[src/rtl/video_timing_detect_if.sv]
// Sync stream produced by the video signal generator: hsync, vsync and data enable.
interface video_timing_detect_if;
    logic hsync;
    logic vsync;
    logic video_enable;

    modport master (output hsync, output vsync, output video_enable);
    modport slave  (input  hsync, input  vsync, input  video_enable);
endinterface

[src/rtl/video_timing_detect.sv]
// Pixel-domain sync/DE receiver: recovers sx/sy and start pulses, measures timing and declares lock.
// Define VIDEO_DETECT_ERRCNT_EN to add the err_count port (saturating lock-loss counter).
module video_timing_detect #(
    parameter int unsigned HRES        = 640,
    parameter int unsigned VRES        = 480,
    parameter int unsigned COORDSPC    = 16,
    parameter logic        SYNC_ACTIVE = 1'b0,
    parameter int unsigned LOCK_FRAMES = 3,
    parameter int unsigned TIMEOUT     = 2000000
) (
    input  logic                  clk_pix,
    input  logic                  rst_n,
    video_timing_detect_if.slave  vid,
    output logic                  de_out,
    output logic [COORDSPC-1:0]   sx,
    output logic [COORDSPC-1:0]   sy,
    output logic                  line_start,
    output logic                  frame_start,
    output logic [COORDSPC-1:0]   h_active,
    output logic [COORDSPC-1:0]   h_total,
    output logic [COORDSPC-1:0]   v_active,
    output logic [COORDSPC-1:0]   v_total,
    output logic                  locked,
`ifdef VIDEO_DETECT_ERRCNT_EN
    output logic [15:0]           err_count,
`endif
    output logic                  res_match
);
    localparam logic [COORDSPC-1:0] CMAX = '1;
    localparam int unsigned TW = $clog2(TIMEOUT + 1);
    localparam int unsigned MW = $clog2(LOCK_FRAMES + 2);

    typedef enum logic [1:0] {S_SEARCH, S_MEASURE, S_CHECK, S_LOCKED} state_t;

    function automatic logic [COORDSPC-1:0] sat_inc(input logic [COORDSPC-1:0] v);
        return (v == CMAX) ? v : v + 1'b1;
    endfunction

    logic hs_q, vs_q, de_q, hs_p_q, vs_p_q, de_p_q;
    logic hs_d, vs_d, de_d;
    logic de_rise, de_fall, hs_edge, vs_edge;

    logic [COORDSPC-1:0] pix_cnt_q, pix_cnt_d, hclk_q, hclk_d, hs_cnt_q, hs_cnt_d;
    logic [COORDSPC-1:0] sx_q, sx_d, sy_q, sy_d, sy_line, hs_line;
    logic [COORDSPC-1:0] h_active_q, h_active_d, h_total_q, h_total_d;
    logic [COORDSPC-1:0] v_active_q, v_active_d, v_total_q, v_total_d;
    logic                seen_rise_q, seen_rise_d, fs_pend_q, fs_pend_d;
    logic                de_out_q, de_out_d, line_start_q, line_start_d;
    logic                frame_start_q, frame_start_d;
    logic [TW-1:0]       to_cnt_q, to_cnt_d;

    state_t              state_q;
    logic [MW-1:0]       match_cnt_q;
    logic [COORDSPC-1:0] ref_ha_q, ref_ht_q, ref_va_q, ref_vt_q;
    logic                locked_q, res_match_q;
    logic                timeout, meas_sat, frame_eq, line_bad, res_ok, lock_hit;
`ifdef VIDEO_DETECT_ERRCNT_EN
    logic [15:0]         err_cnt_q;
`endif

    always_comb begin
        // Syncs normalised so that 1 always means "in sync pulse".
        hs_d = (vid.hsync == SYNC_ACTIVE);
        vs_d = (vid.vsync == SYNC_ACTIVE);
        de_d = vid.video_enable;

        de_rise = de_q & ~de_p_q;
        de_fall = ~de_q & de_p_q;
        hs_edge = hs_q & ~hs_p_q;
        vs_edge = vs_q & ~vs_p_q;

        pix_cnt_d = pix_cnt_q;
        sx_d      = sx_q;
        if (de_rise) begin
            pix_cnt_d = {{(COORDSPC-1){1'b0}}, 1'b1};
            sx_d      = '0;
        end else if (de_q) begin
            pix_cnt_d = sat_inc(pix_cnt_q);
            sx_d      = sat_inc(sx_q);
        end

        hclk_d      = de_rise ? {{(COORDSPC-1){1'b0}}, 1'b1} : sat_inc(hclk_q);
        h_total_d   = (de_rise && seen_rise_q) ? hclk_q : h_total_q;
        seen_rise_d = seen_rise_q | de_rise;
        h_active_d  = de_fall ? pix_cnt_q : h_active_q;

        // A line ending in the same cycle as vsync is counted into the closing frame.
        sy_line    = de_fall ? sat_inc(sy_q) : sy_q;
        hs_line    = hs_edge ? sat_inc(hs_cnt_q) : hs_cnt_q;
        sy_d       = vs_edge ? '0 : sy_line;
        hs_cnt_d   = vs_edge ? '0 : hs_line;
        v_active_d = vs_edge ? sy_line : v_active_q;
        v_total_d  = vs_edge ? hs_line : v_total_q;

        fs_pend_d     = vs_edge ? 1'b1 : (de_rise ? 1'b0 : fs_pend_q);
        frame_start_d = de_rise & fs_pend_q;
        line_start_d  = de_rise;
        de_out_d      = de_q;

        to_cnt_d = vs_edge ? '0 : ((to_cnt_q == TW'(TIMEOUT)) ? to_cnt_q : to_cnt_q + 1'b1);
        timeout  = !vs_edge && (to_cnt_q == TW'(TIMEOUT - 1));

        meas_sat = (h_active_d == CMAX) || (h_total_d == CMAX) ||
                   (v_active_d == CMAX) || (v_total_d == CMAX);
        frame_eq = !meas_sat && (h_active_d == ref_ha_q) && (h_total_d == ref_ht_q) &&
                   (v_active_d == ref_va_q) && (v_total_d == ref_vt_q);
        line_bad = de_fall && ((pix_cnt_q != ref_ha_q) || (pix_cnt_q == CMAX));
        res_ok   = (h_active_d == COORDSPC'(HRES)) && (v_active_d == COORDSPC'(VRES));
        lock_hit = (32'(match_cnt_q) + 32'd1) >= LOCK_FRAMES;
    end

    always_ff @(posedge clk_pix or negedge rst_n) begin
        if (!rst_n) begin
            {hs_q, vs_q, de_q, hs_p_q, vs_p_q, de_p_q} <= '0;
            pix_cnt_q     <= '0;
            hclk_q        <= '0;
            hs_cnt_q      <= '0;
            sx_q          <= '0;
            sy_q          <= '0;
            h_active_q    <= '0;
            h_total_q     <= '0;
            v_active_q    <= '0;
            v_total_q     <= '0;
            seen_rise_q   <= 1'b0;
            fs_pend_q     <= 1'b0;
            de_out_q      <= 1'b0;
            line_start_q  <= 1'b0;
            frame_start_q <= 1'b0;
            to_cnt_q      <= '0;
        end else begin
            {hs_q, vs_q, de_q} <= {hs_d, vs_d, de_d};
            {hs_p_q, vs_p_q, de_p_q} <= {hs_q, vs_q, de_q};
            pix_cnt_q     <= pix_cnt_d;
            hclk_q        <= hclk_d;
            hs_cnt_q      <= hs_cnt_d;
            sx_q          <= sx_d;
            sy_q          <= sy_d;
            h_active_q    <= h_active_d;
            h_total_q     <= h_total_d;
            v_active_q    <= v_active_d;
            v_total_q     <= v_total_d;
            seen_rise_q   <= seen_rise_d;
            fs_pend_q     <= fs_pend_d;
            de_out_q      <= de_out_d;
            line_start_q  <= line_start_d;
            frame_start_q <= frame_start_d;
            to_cnt_q      <= to_cnt_d;
        end
    end

    // Lock FSM: compares each completed frame against the captured reference set.
    always_ff @(posedge clk_pix or negedge rst_n) begin
        if (!rst_n) begin
            state_q     <= S_SEARCH;
            match_cnt_q <= '0;
            ref_ha_q    <= '0;
            ref_ht_q    <= '0;
            ref_va_q    <= '0;
            ref_vt_q    <= '0;
            locked_q    <= 1'b0;
            res_match_q <= 1'b0;
`ifdef VIDEO_DETECT_ERRCNT_EN
            err_cnt_q   <= '0;
`endif
        end else if (timeout) begin
            state_q     <= S_SEARCH;
            locked_q    <= 1'b0;
            res_match_q <= 1'b0;
`ifdef VIDEO_DETECT_ERRCNT_EN
            if (state_q == S_LOCKED && err_cnt_q != 16'hFFFF) err_cnt_q <= err_cnt_q + 16'd1;
`endif
        end else begin
            case (state_q)
                S_SEARCH: if (vs_edge) state_q <= S_MEASURE;
                S_MEASURE: if (vs_edge) begin
                    state_q     <= S_CHECK;
                    match_cnt_q <= MW'(1);
                    ref_ha_q    <= h_active_d;
                    ref_ht_q    <= h_total_d;
                    ref_va_q    <= v_active_d;
                    ref_vt_q    <= v_total_d;
                end
                S_CHECK: if (vs_edge) begin
                    if (frame_eq) begin
                        match_cnt_q <= match_cnt_q + 1'b1;
                        if (lock_hit) begin
                            state_q     <= S_LOCKED;
                            locked_q    <= 1'b1;
                            res_match_q <= res_ok;
                        end
                    end else begin
                        match_cnt_q <= MW'(1);
                        ref_ha_q    <= h_active_d;
                        ref_ht_q    <= h_total_d;
                        ref_va_q    <= v_active_d;
                        ref_vt_q    <= v_total_d;
                    end
                end
                S_LOCKED: if (line_bad || (vs_edge && !frame_eq)) begin
                    state_q     <= S_MEASURE;
                    locked_q    <= 1'b0;
                    res_match_q <= 1'b0;
`ifdef VIDEO_DETECT_ERRCNT_EN
                    if (err_cnt_q != 16'hFFFF) err_cnt_q <= err_cnt_q + 16'd1;
`endif
                end else begin
                    res_match_q <= res_ok;
                end
                default: state_q <= S_SEARCH;
            endcase
        end
    end

    assign de_out      = de_out_q;
    assign sx          = sx_q;
    assign sy          = sy_q;
    assign line_start  = line_start_q;
    assign frame_start = frame_start_q;
    assign h_active    = h_active_q;
    assign h_total     = h_total_q;
    assign v_active    = v_active_q;
    assign v_total     = v_total_q;
    assign locked      = locked_q;
    assign res_match   = res_match_q;
`ifdef VIDEO_DETECT_ERRCNT_EN
    assign err_count   = err_cnt_q;
`endif
endmodule
[src/flat_wrapper.sv]
// flat-port wrapper written by rule: the top's interface ports become plain ports
module video_timing_detect_flat 
#(
    parameter int unsigned HRES        = 640,
    parameter int unsigned VRES        = 480,
    parameter int unsigned COORDSPC    = 16,
    parameter logic        SYNC_ACTIVE = 1'b0,
    parameter int unsigned LOCK_FRAMES = 3,
    parameter int unsigned TIMEOUT     = 2000000
)
  (clk_pix, rst_n, de_out, sx, sy, line_start, frame_start, h_active, h_total, v_active, v_total, locked, res_match, vid_hsync, vid_vsync, vid_video_enable);
  video_timing_detect_if vid_i ();
  input  logic clk_pix;
  input  logic rst_n;
  output logic de_out;
  output logic [COORDSPC-1:0] sx;
  output logic [COORDSPC-1:0] sy;
  output logic line_start;
  output logic frame_start;
  output logic [COORDSPC-1:0] h_active;
  output logic [COORDSPC-1:0] h_total;
  output logic [COORDSPC-1:0] v_active;
  output logic [COORDSPC-1:0] v_total;
  output logic locked;
  output logic res_match;
  input wire logic [$bits(vid_i.hsync)-1:0] vid_hsync;
  input wire logic [$bits(vid_i.vsync)-1:0] vid_vsync;
  input wire logic [$bits(vid_i.video_enable)-1:0] vid_video_enable;
  assign vid_i.hsync = vid_hsync;
  assign vid_i.vsync = vid_vsync;
  assign vid_i.video_enable = vid_video_enable;
  video_timing_detect #(.HRES(HRES), .VRES(VRES), .COORDSPC(COORDSPC), .SYNC_ACTIVE(SYNC_ACTIVE), .LOCK_FRAMES(LOCK_FRAMES), .TIMEOUT(TIMEOUT)) u_core (.clk_pix(clk_pix), .rst_n(rst_n), .vid(vid_i), .de_out(de_out), .sx(sx), .sy(sy), .line_start(line_start), .frame_start(frame_start), .h_active(h_active), .h_total(h_total), .v_active(v_active), .v_total(v_total), .locked(locked), .res_match(res_match));
endmodule
[config.mk]
export PLATFORM = sky130hd
export DESIGN_NAME = video_timing_detect_flat
export DESIGN_NICKNAME = d
export VERILOG_FILES = /design/src/rtl/video_timing_detect_if.sv /design/src/rtl/video_timing_detect.sv /design/src/flat_wrapper.sv
export SDC_FILE = /design/constraint.sdc
export NUM_CORES = 1
export LEC_CHECK = 0
export ABC_AREA = 1
export CELL_PAD_IN_SITES_DETAIL_PLACEMENT = 2
export CELL_PAD_IN_SITES_GLOBAL_PLACEMENT = 2
export CORE_MARGIN = 2
export CORE_UTILIZATION = 34
export CTS_CLUSTER_DIAMETER = 100
export DETAILED_ROUTE_END_ITERATION = 16
export PLACE_DENSITY = 0.87
export RECOVER_POWER = 100
export SYNTH_ARGS = -nofsm -noshare
export SYNTH_HDL_FRONTEND = slang
export SYNTH_SLANG_ARGS = --single-unit
[constraint.sdc]
create_clock -name clk_pix -period 2.8 [get_ports clk_pix]
set_input_delay 0.28 -clock clk_pix [delete_from_list [all_inputs] [get_ports clk_pix]]
set_output_delay 0.28 -clock clk_pix [all_outputs]
set_load 0.02 [all_outputs]
==> reports/qor.yml <==
die-area_um2: 41200
hold-worst-slack_ns: 0.251
power.density_nw_per_um2: 907
htree_levels: 1
cp_num_buf_inv: 5
ant_nets: 0
wl_per_cell_um: 39.3
grt_max_degree: 79
grt_pass1_wl_um: 134000
worstSetupStartpointType: "flop"
synth_edf_count: 0
insertion_delay_ns: 0.63
antenna_found_initial: 16
syn2layout_area_growth_pct: 50.1
clockRootBuffer: "clkbuf_16"
pin_count: 106
finalCritPeriodShare_pct: 154
drv_slew: 78
crit_path_end_kind: "flop"
yosysTopAreaCell: "dfrtp_1"
dp_hpwl_um: 45900
synth_area_leaders: "dfrtp_1 (46%), nand2_1 (17%), inv_1 (6.2%)"
routed_wl_um: 108000
synthTopCellsByCount: "nand2_1 (611), dfrtp_1 (246), inv_1 (223), nor2_1 (168), nand3_1 (154)"
fp.coreArea_um2: 38800
dr.pass1.iters: 5
grt.overflow.total: 0
final_cells: 2754
synth-async-reset-ratio_pct: 100
grt_setup_unrepaired: "yes"
syn_area_per_cell_um2: 7.33
crit_type: "flop to flop"
yosys_register_bits: 246
power.total_mw: 18.3
grt_pass1_vias: 19000
largest_reg_flops: 21
gp_congestion: 0.865
synth.distinct_cells: 45
ir_worst_vdd_uv: 618
worstPathArrival_ns: 4.79
synth_top_family_by_area: "simple AND/OR/NAND/NOR gates"
drive_above_1_share_pct: 32.6
syn_nets: 1853
die_x_um: 203
clock_sinks: 246
worstMarginPinSlew_ns: 2.61
yosysSeqAreaShare_pct: 45.8
yosys-mux-area-fraction_pct: 0
finalSetupViolCount: 85
clkTransAtPathRegs_ns: 0.07
vias_per_cell: 6.46
synth_warnings: 0
critPathMostFrequentCell: "nand2_1"
drtIter0Drc: 1738
dp_slack_ns: -0.677
status: "finished with violations"
crit_family: "simple AND/OR/NAND/NOR gates"
worstPathRequired_ns: 3.28
yosysMostFrequentCell: "nand2_1"
relSlewSlack_pct: -73.8
hold_path.class: "input pin to flop"
synth_xor_xnor_area_share_pct: 1.56
die_h_um: 203
numCtsBuffers: 31
post-route-min-period_ns: 4.30
maxCapViolations: 2
via_count: 17800
synth-simple-area-share_pct: 34.8
cts_tree: "done"
hold_viol: 0
netlist.area_leader.share_pct: 45.8
fin_ws_ns: -1.50
drc_errors: 0
path_cells: "buf_4, nand2_1, nor2_2, inv_1, nor2_1, nand4_1, nand4_1, nand2_2, nand2_1, nand2_1, inv_1, nand2_2, nor2_4, nand2_4, nor2_4, nand3_4, nand2_8, inv_12, buf_16, o21ai_2"
layout.nets: 2220
crit_path_top_delay_cell: "nor2_1"
placed_cells: 2622
synth_compound_area_share_pct: 7.95
syn_inst: 1834
largest_register: "u_core.to_cnt_q"
p_leak_nw: 9.73
cp_slowest_stage_delay_ns: 0.70
netlist_area_um2: 13500
ys.flop_type: "dfrtp_1"
grt.total_usage_pct: 43.9
io_buffers: 105
synthAdderAreaFrac_pct: 1.30
initial_core_util_pct: 34.6
crit_path_max_fanout: 9
clk_path_buf_depth: 3
row_count: 72
fmax_mhz: 232
violations: "capacitance limit, slew limit, setup timing"
fin_skew_ns: 0.0425
==> per-layer routing <==
layer,wire length [µm],track usage [%],vias up
li1,-,-,6593
met1,36000,46.9,8837
met2,48700,74.5,1481
met3,10400,9.78,857
met4,12900,36.3,10
met5,73,0.119,-
==> kinds of logic (layout without fill, tap and decap cells) <==
kind of cell | count (synthesis) | after routing
AND/OR/NAND/NOR | 1082 | 1083
buffers and inverters | 277 | 667
AO/OA/AOI/OAI | 191 | 191
other | 0 | 11
adder cells (fa/ha/maj) | 14 | 14
XOR/XNOR | 24 | 24
flip-flops | 246 | 246
==> power by group <==
part | switching (mW) | internal [mW]
combinational | 5.47 | 3.17
clock | 2.09 | 2.82
sequential | 0.723 | 4.03
==> final cells by class <==
cell class                      instances  area, µm²
Fill cell                            4190      18600
Multi-Input combinational cell       1312       7680
Timing Repair Buffer                  380       3650
Inverter                              230        892
Sequential cell                       246       6160
Tap cell                              518        648
Antenna cell                           11       27.5
Clock buffer                           39        826
Clock inverter                         18        300
==> placed cells by master, fill, tap and decap left out, types with 27 or more instances in the layout <==
cell type and instances:
a21oi_1 46, o21ai_0 48, nand2_2 153, nor3_1 27, nand2_1 437, nand3_1 122, buf_4 230, clkdlybuf4s50_1 101
nor2_2 41, o21ai_2 33, nor2_4 28, inv_1 217, nor2_1 107, dfrtp_1 239, nand2_4 36, clkbuf_16 37
==> worst paths after layout <==
path,endpoint,cells past startpoint,start,slack [ns]
max,u_core.ref_ht_q[4],20,u_core.sy[9],-1.50
min reg2reg,u_core.hs_p_q,0,u_core.hs_q,0.42
min in group asynchronous,u_core.v_active[2],2,rst_n,1.02
max in group asynchronous,u_core.hs_cnt_q[1],2,rst_n,0.08
max reg2reg,u_core.ref_ht_q[4],20,u_core.sy[9],-1.50
min,u_core.de_out_d,1,vid_video_enable,0.25
==> worst register-to-register path: stages (launching register included) <==
cell,delay [ns]
dfrtp_1,0.44
buf_4,0.20
nand2_1,0.09
nor2_2,0.16
inv_1,0.09
nor2_1,0.70
nand4_1,0.38
nand4_1,0.33
nand2_2,0.16
nand2_1,0.10
nand2_1,0.06
inv_1,0.08
nand2_2,0.08
nor2_4,0.14
nand2_4,0.07
nor2_4,0.14
nand3_4,0.14
nand2_8,0.16
inv_12,0.10
buf_16,0.17
o21ai_2,0.39
==> stage by stage <==
stage          util [%]  area [µm²]  setup TNS, ns
2_1_floorplan         -       13500              0
3_3_place_gp       42.8       16600          -9.78
3_5_place_dp       42.8       16600         -35.56
4_1_cts            49.0       19000         -27.67
5_1_grt            52.0       20200        -102.73
6_report           52.0       20200         -94.53
==> timing repair <==
action	CTS	global route
hold endpoints to repair	72	0
buffers inserted	24	26
endpoints found under the setup margin	77	92
hold buffers	1	0
gates cloned	8	7
resized for setup	283	220
pin swaps	36	64
Note: power is estimated with default switching activity, not from simulation.
